<file path="src/rtl/i2s_tx_sequencer_if.sv">
// Mixer-to-sequencer stereo sample handshake: the sequencer raises sample_req,
// the mixer answers with sample_valid plus a left/right pair in the same cycle.
interface i2s_tx_sequencer_if #(
    parameter int BITS = 16
);
    logic [BITS-1:0] sample_l;
    logic [BITS-1:0] sample_r;
    logic            sample_valid;
    logic            sample_req;

    modport master (
        output sample_l,
        output sample_r,
        output sample_valid,
        input  sample_req
    );

    modport slave (
        input  sample_l,
        input  sample_r,
        input  sample_valid,
        output sample_req
    );
endinterface

</file>
<file path="src/rtl/i2s_tx_sequencer.sv">
// Frame-aware I2S transmitter: divides clk into bclk/lrclk and serializes one stereo pair per frame.
// A pair accepted in frame k goes out in frame k+1; an empty holding register at a frame start sends zeros and sets underrun.
module i2s_tx_sequencer #(
    parameter int HALF_BCLK = 16,
    parameter int BITS      = 16
) (
    input  logic              clk,
    input  logic              rst,
    input  logic              en,
    i2s_tx_sequencer_if.slave mix,
    input  logic              clr_underrun,
    output logic              bclk,
    output logic              lrclk,
    output logic              sdata,
    output logic              frame_strobe,
    output logic              underrun
);

    localparam int FW = 2 * BITS;
    localparam int PW = (HALF_BCLK > 1) ? $clog2(HALF_BCLK) : 1;
    localparam int BW = $clog2(FW);

    localparam logic [PW-1:0] PH_LAST = PW'(HALF_BCLK - 1);
    localparam logic [BW-1:0] BI_LAST = BW'(FW - 1);
    localparam logic [BW-1:0] BI_RIGHT = BW'(BITS);

    typedef enum logic {
        ST_IDLE,
        ST_RUN
    } state_t;

    state_t          state_q, state_d;
    logic [PW-1:0]   phase_q, phase_d;
    logic [BW-1:0]   bidx_q, bidx_d;
    logic            bclk_q, bclk_d;
    logic            lrclk_q, lrclk_d;
    logic            sdata_q, sdata_d;
    logic            strobe_q, strobe_d;
    logic [FW-1:0]   shreg_q, shreg_d;
    logic [FW-1:0]   hold_q, hold_d;
    logic            hold_full_q, hold_full_d;
    logic            first_q, first_d;
    logic            underrun_q, underrun_d;
    logic            req_q, req_d;

    logic            phase_end;
    logic            bclk_fall;
    logic            load;
    logic            set_ur;
    logic            accept;
    logic [BW-1:0]   bnext;

    always_ff @(posedge clk) begin
        if (rst) begin
            state_q     <= ST_IDLE;
            phase_q     <= '0;
            bidx_q      <= '0;
            bclk_q      <= 1'b0;
            lrclk_q     <= 1'b0;
            sdata_q     <= 1'b0;
            strobe_q    <= 1'b0;
            shreg_q     <= '0;
            hold_q      <= '0;
            hold_full_q <= 1'b0;
            first_q     <= 1'b1;
            underrun_q  <= 1'b0;
            req_q       <= 1'b0;
        end else begin
            state_q     <= state_d;
            phase_q     <= phase_d;
            bidx_q      <= bidx_d;
            bclk_q      <= bclk_d;
            lrclk_q     <= lrclk_d;
            sdata_q     <= sdata_d;
            strobe_q    <= strobe_d;
            shreg_q     <= shreg_d;
            hold_q      <= hold_d;
            hold_full_q <= hold_full_d;
            first_q     <= first_d;
            underrun_q  <= underrun_d;
            req_q       <= req_d;
        end
    end

    always_comb begin
        state_d     = state_q;
        phase_d     = phase_q;
        bidx_d      = bidx_q;
        bclk_d      = bclk_q;
        lrclk_d     = lrclk_q;
        sdata_d     = sdata_q;
        strobe_d    = 1'b0;
        shreg_d     = shreg_q;
        hold_d      = hold_q;
        hold_full_d = hold_full_q;
        first_d     = first_q;
        underrun_d  = underrun_q;
        req_d       = 1'b0;
        load        = 1'b0;
        set_ur      = 1'b0;
        accept      = 1'b0;
        phase_end   = (phase_q == PH_LAST);
        bclk_fall   = phase_end && bclk_q;
        bnext       = (bidx_q == BI_LAST) ? '0 : bidx_q + 1'b1;

        if (!en) begin
            // Disable aborts the frame at once; underrun is the only state kept.
            state_d     = ST_IDLE;
            phase_d     = '0;
            bidx_d      = '0;
            bclk_d      = 1'b0;
            lrclk_d     = 1'b0;
            sdata_d     = 1'b0;
            shreg_d     = '0;
            hold_full_d = 1'b0;
            first_d     = 1'b1;
        end else if (state_q == ST_IDLE) begin
            state_d = ST_RUN;
            phase_d = '0;
            bidx_d  = '0;
            bclk_d  = 1'b0;
            lrclk_d = 1'b0;
            sdata_d = 1'b0;
            load    = 1'b1;
        end else begin
            if (phase_end) begin
                phase_d = '0;
                bclk_d  = ~bclk_q;
            end else begin
                phase_d = phase_q + 1'b1;
            end

            // Every bit period starts on a bclk falling edge; the shift register
            // MSB is the bit for the new period, which gives the one-bit I2S delay.
            if (bclk_fall) begin
                bidx_d  = bnext;
                lrclk_d = (bnext >= BI_RIGHT);
                sdata_d = shreg_q[FW-1];
                if (bnext == '0) begin
                    load = 1'b1;
                end else begin
                    shreg_d = shreg_q << 1;
                end
            end

            accept = req_q && mix.sample_valid;
        end

        if (load) begin
            strobe_d = 1'b1;
            first_d  = 1'b0;
            if (hold_full_q) begin
                shreg_d     = hold_q;
                hold_full_d = 1'b0;
            end else begin
                shreg_d = '0;
                set_ur  = !first_q;
            end
        end

        // A pair arriving on the load cycle misses this frame and waits in holding.
        if (accept) begin
            hold_d      = {mix.sample_l, mix.sample_r};
            hold_full_d = 1'b1;
        end

        req_d = en && !hold_full_d;

        if (set_ur) begin
            underrun_d = 1'b1;
        end else if (clr_underrun) begin
            underrun_d = 1'b0;
        end
    end

    assign bclk           = bclk_q;
    assign lrclk          = lrclk_q;
    assign sdata          = sdata_q;
    assign frame_strobe   = strobe_q;
    assign underrun       = underrun_q;
    assign mix.sample_req = req_q;

endmodule
</file>
<file path="src/flat_wrapper.sv">
// flat-port wrapper written by rule: the top's interface ports become plain ports
module i2s_tx_sequencer_flat 
#(
    parameter int HALF_BCLK = 16,
    parameter int BITS      = 16
)
  (clk, rst, en, clr_underrun, bclk, lrclk, sdata, frame_strobe, underrun, mix_sample_l, mix_sample_r, mix_sample_valid, mix_sample_req);
  i2s_tx_sequencer_if #(.BITS(BITS)) mix_i ();
  input  logic clk;
  input  logic rst;
  input  logic en;
  input  logic clr_underrun;
  output logic bclk;
  output logic lrclk;
  output logic sdata;
  output logic frame_strobe;
  output logic underrun;
  input wire logic [$bits(mix_i.sample_l)-1:0] mix_sample_l;
  input wire logic [$bits(mix_i.sample_r)-1:0] mix_sample_r;
  input wire logic [$bits(mix_i.sample_valid)-1:0] mix_sample_valid;
  output wire logic [$bits(mix_i.sample_req)-1:0] mix_sample_req;
  assign mix_i.sample_l = mix_sample_l;
  assign mix_i.sample_r = mix_sample_r;
  assign mix_i.sample_valid = mix_sample_valid;
  assign mix_sample_req = mix_i.sample_req;
  i2s_tx_sequencer #(.HALF_BCLK(HALF_BCLK), .BITS(BITS)) u_core (.clk(clk), .rst(rst), .en(en), .mix(mix_i), .clr_underrun(clr_underrun), .bclk(bclk), .lrclk(lrclk), .sdata(sdata), .frame_strobe(frame_strobe), .underrun(underrun));
endmodule
</file>
<file path="config.mk">
export PLATFORM = sky130hd
export DESIGN_NAME = i2s_tx_sequencer_flat
export DESIGN_NICKNAME = d
export VERILOG_FILES = /design/src/rtl/i2s_tx_sequencer_if.sv /design/src/rtl/i2s_tx_sequencer.sv /design/src/flat_wrapper.sv
export SDC_FILE = /design/constraint.sdc
export NUM_CORES = 1
export LEC_CHECK = 0
export CAP_MARGIN = 15
export CORE_MARGIN = 3
export CORE_UTILIZATION = 42
export CTS_BUF_LIST = sky130_fd_sc_hd__clkbuf_16
export DETAILED_ROUTE_END_ITERATION = 7
export HOLD_SLACK_MARGIN = 0.03
export SYNTH_ARGS = -nofsm -noshare
export SYNTH_HDL_FRONTEND = slang
export SYNTH_SLANG_ARGS = --single-unit
</file>
<file path="constraint.sdc">
create_clock -name clk -period 2.8 [get_ports clk]
set_input_delay 0.7 -clock clk [delete_from_list [all_inputs] [get_ports clk]]
set_output_delay 0.7 -clock clk [all_outputs]
set_load 0.02 [all_outputs]
</file>
# == Yosys cells after proc, flatten, opt, wreduce, memory -nomap -nowiden ==
# Index checks and enable logic that the tools add are counted.
# op_classes
n_addsub,2
multipliers,0
div_mod_pow,0
magnitude_cmp,1
n_eq_ne,6
shift,0
n_mux,25
bitwise,3
reduce_logical,10
# op_table
cell,count
2-to-1 mux 32 bit,6
2-to-1 mux 1 bit,18
!= test 3 x 1 -> 1 bit (second input constant),2
adder 5 x 1 -> 5 bit (second input constant),1
== test 5 bit (second input constant),1
>= comparator 5 bit (second input constant),1
zero test 5 bit,1
2-to-1 mux 5 bit,1
adder 4 x 1 -> 4 bit (second input constant),1
== test 4 bit (second input constant),1
OR reduction 4 bit,1
logical AND 1 bit,3
!= test 3 x 2 -> 1 bit (second input constant),1
inverter 1 bit,3
AND reduction 3 bit,1
OR reduction 3 bit,1
zero test 1 bit,2
!= test 2 x 1 -> 1 bit (second input constant),1
nonzero test 2 bit,1
# word_totals
register_bits,82
latch_bits,0
ram_bits,0
mem_bits_ro,0
input_bits,37
out_inout_bits,6
wordCells,60
memories,0

# == Depth between registers and ports, before layout ==
# Gate-level depths: netlist (run 1).
# depth
depth_word,11
mapped_depth,10
depth_no_buf,8

# == Worst setup path before layout (run 1) ==
# Ideal clock, no wire load.
# synth_path
path_type,register to register
start,register u_core.bidx_q[0]
end,register u_core.shreg_q[22]
setup_time_ps,69
arrival_ps,2422
t_required_ps,2731
path_slack_ps,309
stages_incl_launch_ff,10
path_buffers,2
period_less_slack_ps,2491
path_cell_list,dfxtp_1 -> ha_1 -> and3_1 -> ha_1 -> or3_1 -> or3_1 -> buf_2 -> o31a_1 -> buf_6 -> o21ai_1
# synth_between
elab_chain_len,9
elab_cells_between_ends,13
cone_classes,add/sub (1); eq/ne (4); mux (6); reduce/logical (2)
# synth_lines
item,line_no,source
start: declaration,i2s_tx_sequencer.sv:34,"logic [BW-1:0] bidx_q, bidx_d;"
start signal: assignment,i2s_tx_sequencer.sv:71,bidx_q <= bidx_d;
adder 5 x 1 -> 5 bit or == test 5 bit (tied branches),i2s_tx_sequencer.sv:104,bnext = (bidx_q == BI_LAST) ? '0 : bidx_q + 1'b1;
2-to-1 mux 5 bit *,i2s_tx_sequencer.sv:104,
named net u_core.bnext[4],i2s_tx_sequencer.sv:51,logic [BW-1:0] bnext;
zero test 5 bit *,i2s_tx_sequencer.sv:139,if (bnext == '0) begin
2-to-1 mux 1 bit,i2s_tx_sequencer.sv:139,
2-to-1 mux 1 bit,i2s_tx_sequencer.sv:135,if (bclk_fall) begin
2-to-1 mux 1 bit,i2s_tx_sequencer.sv:117,end else if (state_q == ST_IDLE) begin
2-to-1 mux 1 bit,i2s_tx_sequencer.sv:106,if (!en) begin
!= test 3 x 1 -> 1 bit (no source line) or != test 3 x 2 -> 1 bit (tied branches),n/a,
AND reduction 3 bit (no source line),n/a,
end signal: assignment,i2s_tx_sequencer.sv:76,shreg_q <= shreg_d;
end: declaration,i2s_tx_sequencer.sv:39,"logic [FW-1:0] shreg_q, shreg_d;"
# Mark *: on every way through the listed nets, which the timed path passes. The rest lies on a longest branch.
# A chain may end at the register's enable or synchronous reset.

# == Final worst setup path (run 1) ==
# layout_path
start,register u_core.bidx_q[0]
end,register u_core.shreg_q[14]
# The elaborated chain is that of the path after synthesis.

==> results of run 1 <==
==> Yosys cell counts (2+ instances only) <==
| cell | instances |
|---|---|
| dfxtp_1 | 82 |
| nand2_1 | 79 |
| a21oi_1 | 40 |
| o21ai_0 | 32 |
| a32oi_1 | 31 |
| o21ai_1 | 30 |
| clkbuf_1 | 25 |
| nor2_1 | 8 |
| ha_1 | 4 |
| a31oi_1 | 3 |
| buf_6 | 3 |
| nor2b_1 | 3 |
| a21o_1 | 2 |
| and2_1 | 2 |
| and3_1 | 2 |
| buf_1 | 2 |
| inv_1 | 2 |
| nand2b_1 | 2 |
| nand3_1 | 2 |
| nor3_1 | 2 |
| or3_1 | 2 |
| xnor2_1 | 2 |
==> power by group <==
group | total (mW) | switching [mW] | internal [mW]
combinational | 0.0983 | 0.0390 | 0.0593
clock | 1.34 | 0.466 | 0.871
sequential | 1.18 | 0.00411 | 1.17
==> what timing repair did <==
| item | 4_1_cts | 5_1_grt |
|---|---|---|
| buffers inserted | 0 | 0 |
| setup endpoints to repair | 0 | 6 |
| resized for setup | 0 | 1 |
==> metrics by stage <==
| stage | hold slack [ns] | power, mW | cells | setup slack (ns) |
|---|---|---|---|---|
| global route | 0.472 | 2.69 | 512 | 0.0102 |
| floorplan | 0.424 | 1.23 | 375 | 0.309 |
| global placement | 0.435 | 1.30 | 496 | 0.174 |
| finish | 0.453 | 2.61 | 512 | 0.137 |
| detailed placement | 0.447 | 1.30 | 496 | 0.113 |
| CTS | 0.455 | 2.64 | 512 | 0.110 |
==> worst max-delay path by stage <==
stage | startpoint | end | slack, ns | cells past startpoint
4_1_cts | u_core.bidx_q[0]$_SDFFE_PP0P_ | u_core.shreg_q[14]$_SDFFE_PP0P_ | 0.11 | 8
6_report | u_core.bidx_q[0]$_SDFFE_PP0P_ | u_core.shreg_q[14]$_SDFFE_PP0P_ | 0.14 | 8
3_5_place_dp | u_core.bidx_q[0]$_SDFFE_PP0P_ | u_core.shreg_q[16]$_SDFFE_PP0P_ | 0.11 | 8
3_3_place_gp | u_core.bidx_q[0]$_SDFFE_PP0P_ | u_core.shreg_q[26]$_SDFFE_PP0P_ | 0.17 | 8
5_1_grt | u_core.bidx_q[0]$_SDFFE_PP0P_ | u_core.shreg_q[26]$_SDFFE_PP0P_ | 0.01 | 8
2_1_floorplan | u_core.bidx_q[0]$_SDFFE_PP0P_ | u_core.shreg_q[22]$_SDFFE_PP0P_ | 0.31 | 9
==> layer usage <==
layer / up-vias / global-route usage [%] / routed length [um]
li1: 1407 / - / -
met2: 54 / 27.4 / 3330
met3: 11 / 3.22 / 308
met1: 1307 / 23.1 / 3390
met5: - / 0 / 0
met4: 0 / 8.30 / 130
==> final cells by class <==
cell class	instances	area [um2]	area share [%]
well taps	99	124	3.05
clock inverters	7	116	2.87
inverters	2	7.51	0.185
multi-input cells	260	1420	34.9
repair buffers	53	528	13.0
flip-flops and latches	82	1640	40.4
clock buffers	9	225	5.55
==> sequential cells by signal, summed over array words and instances (netlist names) <==
register / cells
u_core.phase_q: 4
u_core.state_q: 1
u_core.bidx_q: 5
u_core.mix.sample_req: 1
u_core.shreg_q: 32
u_core.hold_full_q: 1
u_core.lrclk: 1
u_core.underrun: 1
u_core.hold_q: 32
u_core.frame_strobe: 1
u_core.sdata: 1
u_core.first_q: 1
u_core.bclk: 1
==> kinds of logic (layout without fill, tap and decap cells) <==
family / Yosys count / count (layout) / synth area share (%)
buffers and inverters: 33 / 71 / 4.60
flip-flops: 82 / 82 / 51.2
XOR/XNOR: 2 / 2 / 0.546
AO/OA/AOI/OAI: 146 / 146 / 27.5
adder cells (fa/ha/maj): 4 / 4 / 1.56
multiplexers: 1 / 1 / 0.468
AND/OR/NAND/NOR: 107 / 107 / 14.2
==> critical path, stage by stage (launching register included) <==
cell and delay (ns):
dfxtp_1 0.34, ha_1 0.23, and3_1 0.21, ha_1 0.29
or3_1 0.36, or3_1 0.40, o31a_2 0.45, buf_12 0.19
o21ai_1 0.13
==> impl_metrics.toml, run 1 <==
[worst_setup_path]
crit_arrival_ns = 2.92
crit_path_start_kind = "flop"
rrSetupSlack_ns = 0.14
timing.rr.end = "u_core.shreg_q[14]$_SDFFE_PP0P_"
critPathMaxFanout = 23
reg2regPathDepth = 8
endpoint_kind = "flop"
worstPathRequired_ns = 3.06
r2r-start = "u_core.bidx_q[0]$_SDFFE_PP0P_"
critPathKind = "reg2reg"

[global_routing]
grt_antenna_before_repair = 0
grt_overflow = 0
first_global_vias = 2646
grt_max_degree = 34
grt.total_usage_pct = 17.4
grt_pass1_wl_um = 12300

[layout]
fin_nets = 449
area_growth_pct = 26.6
final_common_cell = "dfxtp_1"
antenna_cells = 0
fill_cells = 673
layout_common_cells = "dfxtp_1 (82), nand2_1 (79), clkdlybuf4s50_1 (42)"
final_layout_size_suffix_gt1_share_pct = 7.51
fin_util_pct = 55.4
stdcell_area_um2 = 4060

[synth]
syn-num-nets = 416
yosysSeqAreaShare_pct = 51.2
synthesis.area_um2 = 3210
synth_ff_type = "dfxtp_1"
synth-edff-count = 0
synthArstFlopShare_pct = 0
synth-seq-cells = 82
ys_warn_count = 0
synth_top_cell_area_share_pct = 51.2
synth_cell_types = 37
yosysTopAreaCell = "dfxtp_1"
syn_inst = 375
yosys-top-cells-area = "dfxtp_1 (51%), nand2_1 (9.2%), a32oi_1 (8.5%)"
syn_area_per_cell_um2 = 8.55

[worst_hold_path]
min_to = "u_core.hold_q[3]$_SDFFE_PP0P_"
holdCritPathClass = "reg2reg"
min-delay-start = "u_core.hold_q[3]$_SDFFE_PP0P_"
min_delay_path_depth = 2

[clock_tree]
root_buffer = "clkbuf_16"
clk_latency_ns = 0.33
cts_tree = "yes"
cts-buffers-inserted = 9
clock_path_buffers = 2
h-tree-depth = 3
holdBufCountCts = 0
numClockSinks = 82
clk_pin_slew_ns = 0.06

[detailed_routing]
drtIter0Drc = 139
vias = 2779
wirelength_um = 7150
drtAntennaViolNets = 0
vias_per_cell = 5.43
dr.pass1.iters = 4
drc = 0
wl_per_cell_um = 14.0

[sta]
fin_skew_ns = 0.00662
relSlewSlack_pct = 76.3
post-route-period-util_pct = 95.1
period_needed_ns = 2.66
final_max_slew_viol_count = 0
hold_violations = 0
finalSetupViolCount = 0
fmaxAchievable_mhz = 376
rsz0062_at_grt = "no"
worstMarginPinSlew_ns = 0.356
fin_setup_tns_ns = 0

[flow_run]
cap_violations = 0

[power_and_ir_drop]
cellPowerDensity_nw_per_um2 = 643
leakagePower_nw = 1.33
ir_drop_uv = 320

[floorplanning]
core_um2 = 7330
ios = 43
die_w_um = 93.4
initial_utilization_pct = 43.7
fp.dieArea_um2 = 8720
die_h_um = 93.4
rows = 31

[place]
place_area_um2 = 3720
place_congestion = 0.804
dp_hpwl_um = 4540
port_buffers = 42

[run_status]
outcome = "complete, no violations"
No activity file was read; power rests on OpenSTA's default activity.
==> inputs of run 2 (changes only) <==
CORE_ASPECT_RATIO = 0.75   (was unset)
CORE_UTILIZATION = 50   (was 42)
PLACE_DENSITY = 0.74   (was unset)
SLEW_MARGIN = 5   (was unset)
==> run 2 against run 1 <==
Compared with the run above: cell count down 4.1%; clock-buffer cell count unchanged; sequential power about the same; sequential share of layout area grew 1.4 points; highest routed layer unchanged; clock power shrank 25%; die area down 15%; core utilization grew 10 points; non-clock buffer count increased by 1.
==> impl_metrics.toml, run 2 (synthesis results as in run 1) <==
[place]
placed_cells = 476
dp_hpwl_um = 4500
place_congestion = 0.737
port_buffers = 42
place_ws_ns = 0.199
place_area_um2 = 3680

[global_routing]
busiest_layer = "met2"
grt_util_met3_pct = 6.86
grt_use_met2_pct = 30.0
grt_overflow = 0
grt_max_degree = 34
use_met1_pct = 26.3
grt_antenna_before_repair = 0
grt.total_usage_pct = 19.4
grt_pass1_wl_um = 11500
first_global_vias = 2433

[clock_tree]
post_cts_resized = 0
clk_pin_slew_ns = 0.05
cts_setup_buffers = 0
numClockSinks = 82
cts-buffers-inserted = 9
root_buffer = "clkbuf_16"
cts_tree = "yes"
holdBufCountCts = 0
clk_latency_ns = 0.33
h-tree-depth = 3
clock_path_buffers = 2

[detailed_routing]
dr.pass1.iters = 4
vias = 2780
drtIter0Drc = 171
drc = 0
vias_per_cell = 5.66
wl_per_cell_um = 14.1
wirelength_um = 6940
drtAntennaViolNets = 0

[layout]
stdcell_area_um2 = 3930
final_common_cell = "dfxtp_1"
area_growth_pct = 22.6
fill_cells = 504
seq_area_um2 = 1640
reg_top3 = "u_core.hold_q: 32 flops, u_core.shreg_q: 32 flops, u_core.bidx_q: 5 flops"
multi_input_area_um2 = 1420
fin_cells = 491
antenna_cells = 0
fin_nets = 450
layout_common_cells = "dfxtp_1 (82), nand2_1 (79), clkdlybuf4s50_1 (42)"
final_layout_size_suffix_gt1_share_pct = 6.78

[sta]
hold_violations = 0
layout_setup_ws_ns = 0.209
worstMarginPinSlew_ns = 0.529
rsz0062_at_grt = "no"
finalSetupViolCount = 0
fin_skew_ns = 0.00521
final_max_slew_viol_count = 0
fmaxAchievable_mhz = 386
fin_setup_tns_ns = 0
relSlewSlack_pct = 64.6
post-route-period-util_pct = 92.5
period_needed_ns = 2.59

[worst_setup_path]
critPathKind = "reg2reg"
crit_arrival_ns = 2.85
max_stage_delay_ns = 0.39
endpoint_kind = "flop"
slowest_stage = "or3_1"
crit_path_start_kind = "flop"
cp_top_family = "simple AND/OR/NAND/NOR gates"
cp.buffers_inverters = 1
path_cells = "ha_1 > and3_1 > ha_1 > or3_1 > or3_1 > o31a_1 > buf_4 > o21ai_0"
critPathMaxFanout = 31
worstPathRequired_ns = 3.05

[floorplanning]
ios = 43
core_um2 = 6010
initial_utilization_pct = 53.4
die_w_um = 98.5
fp.dieArea_um2 = 7420
rows = 24
die_h_um = 75.4

[worst_hold_path]
holdCritPathClass = "reg2reg"

[power_and_ir_drop]
cellPowerDensity_nw_per_um2 = 582
ir_drop_uv = 308
leakagePower_nw = 1.28

[flow_run]
cap_violations = 0

[run_status]
outcome = "complete, no violations"
-- run 2: final cells by class --
cell class	count	share of cell area (%)
Tap cell	78	2.48
Inverter	2	0.191
Clock buffer	9	5.73
Clock inverter	6	0.700
Sequential cell	82	41.8
Timing Repair Buffer	54	13.0
Multi-Input combinational cell	260	36.1
-- run 2: final timing paths --
path,startpoint,end,slack [ns],cells after the start
setup / recovery,u_core.bidx_q[0]$_SDFFE_PP0P_,u_core.shreg_q[1]$_SDFFE_PP0P_,0.21,8
hold reg to reg,u_core.sdata$_SDFFE_PP0P_,u_core.sdata$_SDFFE_PP0P_,0.45,2
hold / removal,u_core.sdata$_SDFFE_PP0P_,u_core.sdata$_SDFFE_PP0P_,0.45,2
setup reg to reg,u_core.bidx_q[0]$_SDFFE_PP0P_,u_core.shreg_q[1]$_SDFFE_PP0P_,0.21,8
-- run 2: metal layers --
| layer | vias up | part of all wire, % |
|---|---|---|
| met4 | 0 | 1.2 |
| met1 | 1285 | 49 |
| li1 | 1415 | - |
| met2 | 73 | 44 |
| met3 | 7 | 5.4 |
| met5 | - | 0 |
-- run 2: worst register-to-register path, cell delays in order, from the launching register on --
cell	delay (ns)
dfxtp_1	0.34
ha_1	0.23
and3_1	0.21
ha_1	0.29
or3_1	0.36
or3_1	0.39
o31a_1	0.29
buf_4	0.23
o21ai_0	0.19
-- run 2: power by group --
part / internal [mW] / switching (mW) / leakage, nW
Sequential: 1.17 / 0.00445 / 0.662
Clock: 0.580 / 0.428 / 0.129
Combinational: 0.0590 / 0.0392 / 0.489
-- run 2: stage by stage --
step	utilization (%)	total power [mW]	hold WS (ns)
floorplan	-	1.23	0.424
global placement	61.2	1.30	0.434
detailed placement	61.2	1.30	0.443
CTS	65.4	2.30	0.451
global route	65.4	2.36	0.465
finish	65.4	2.29	0.454
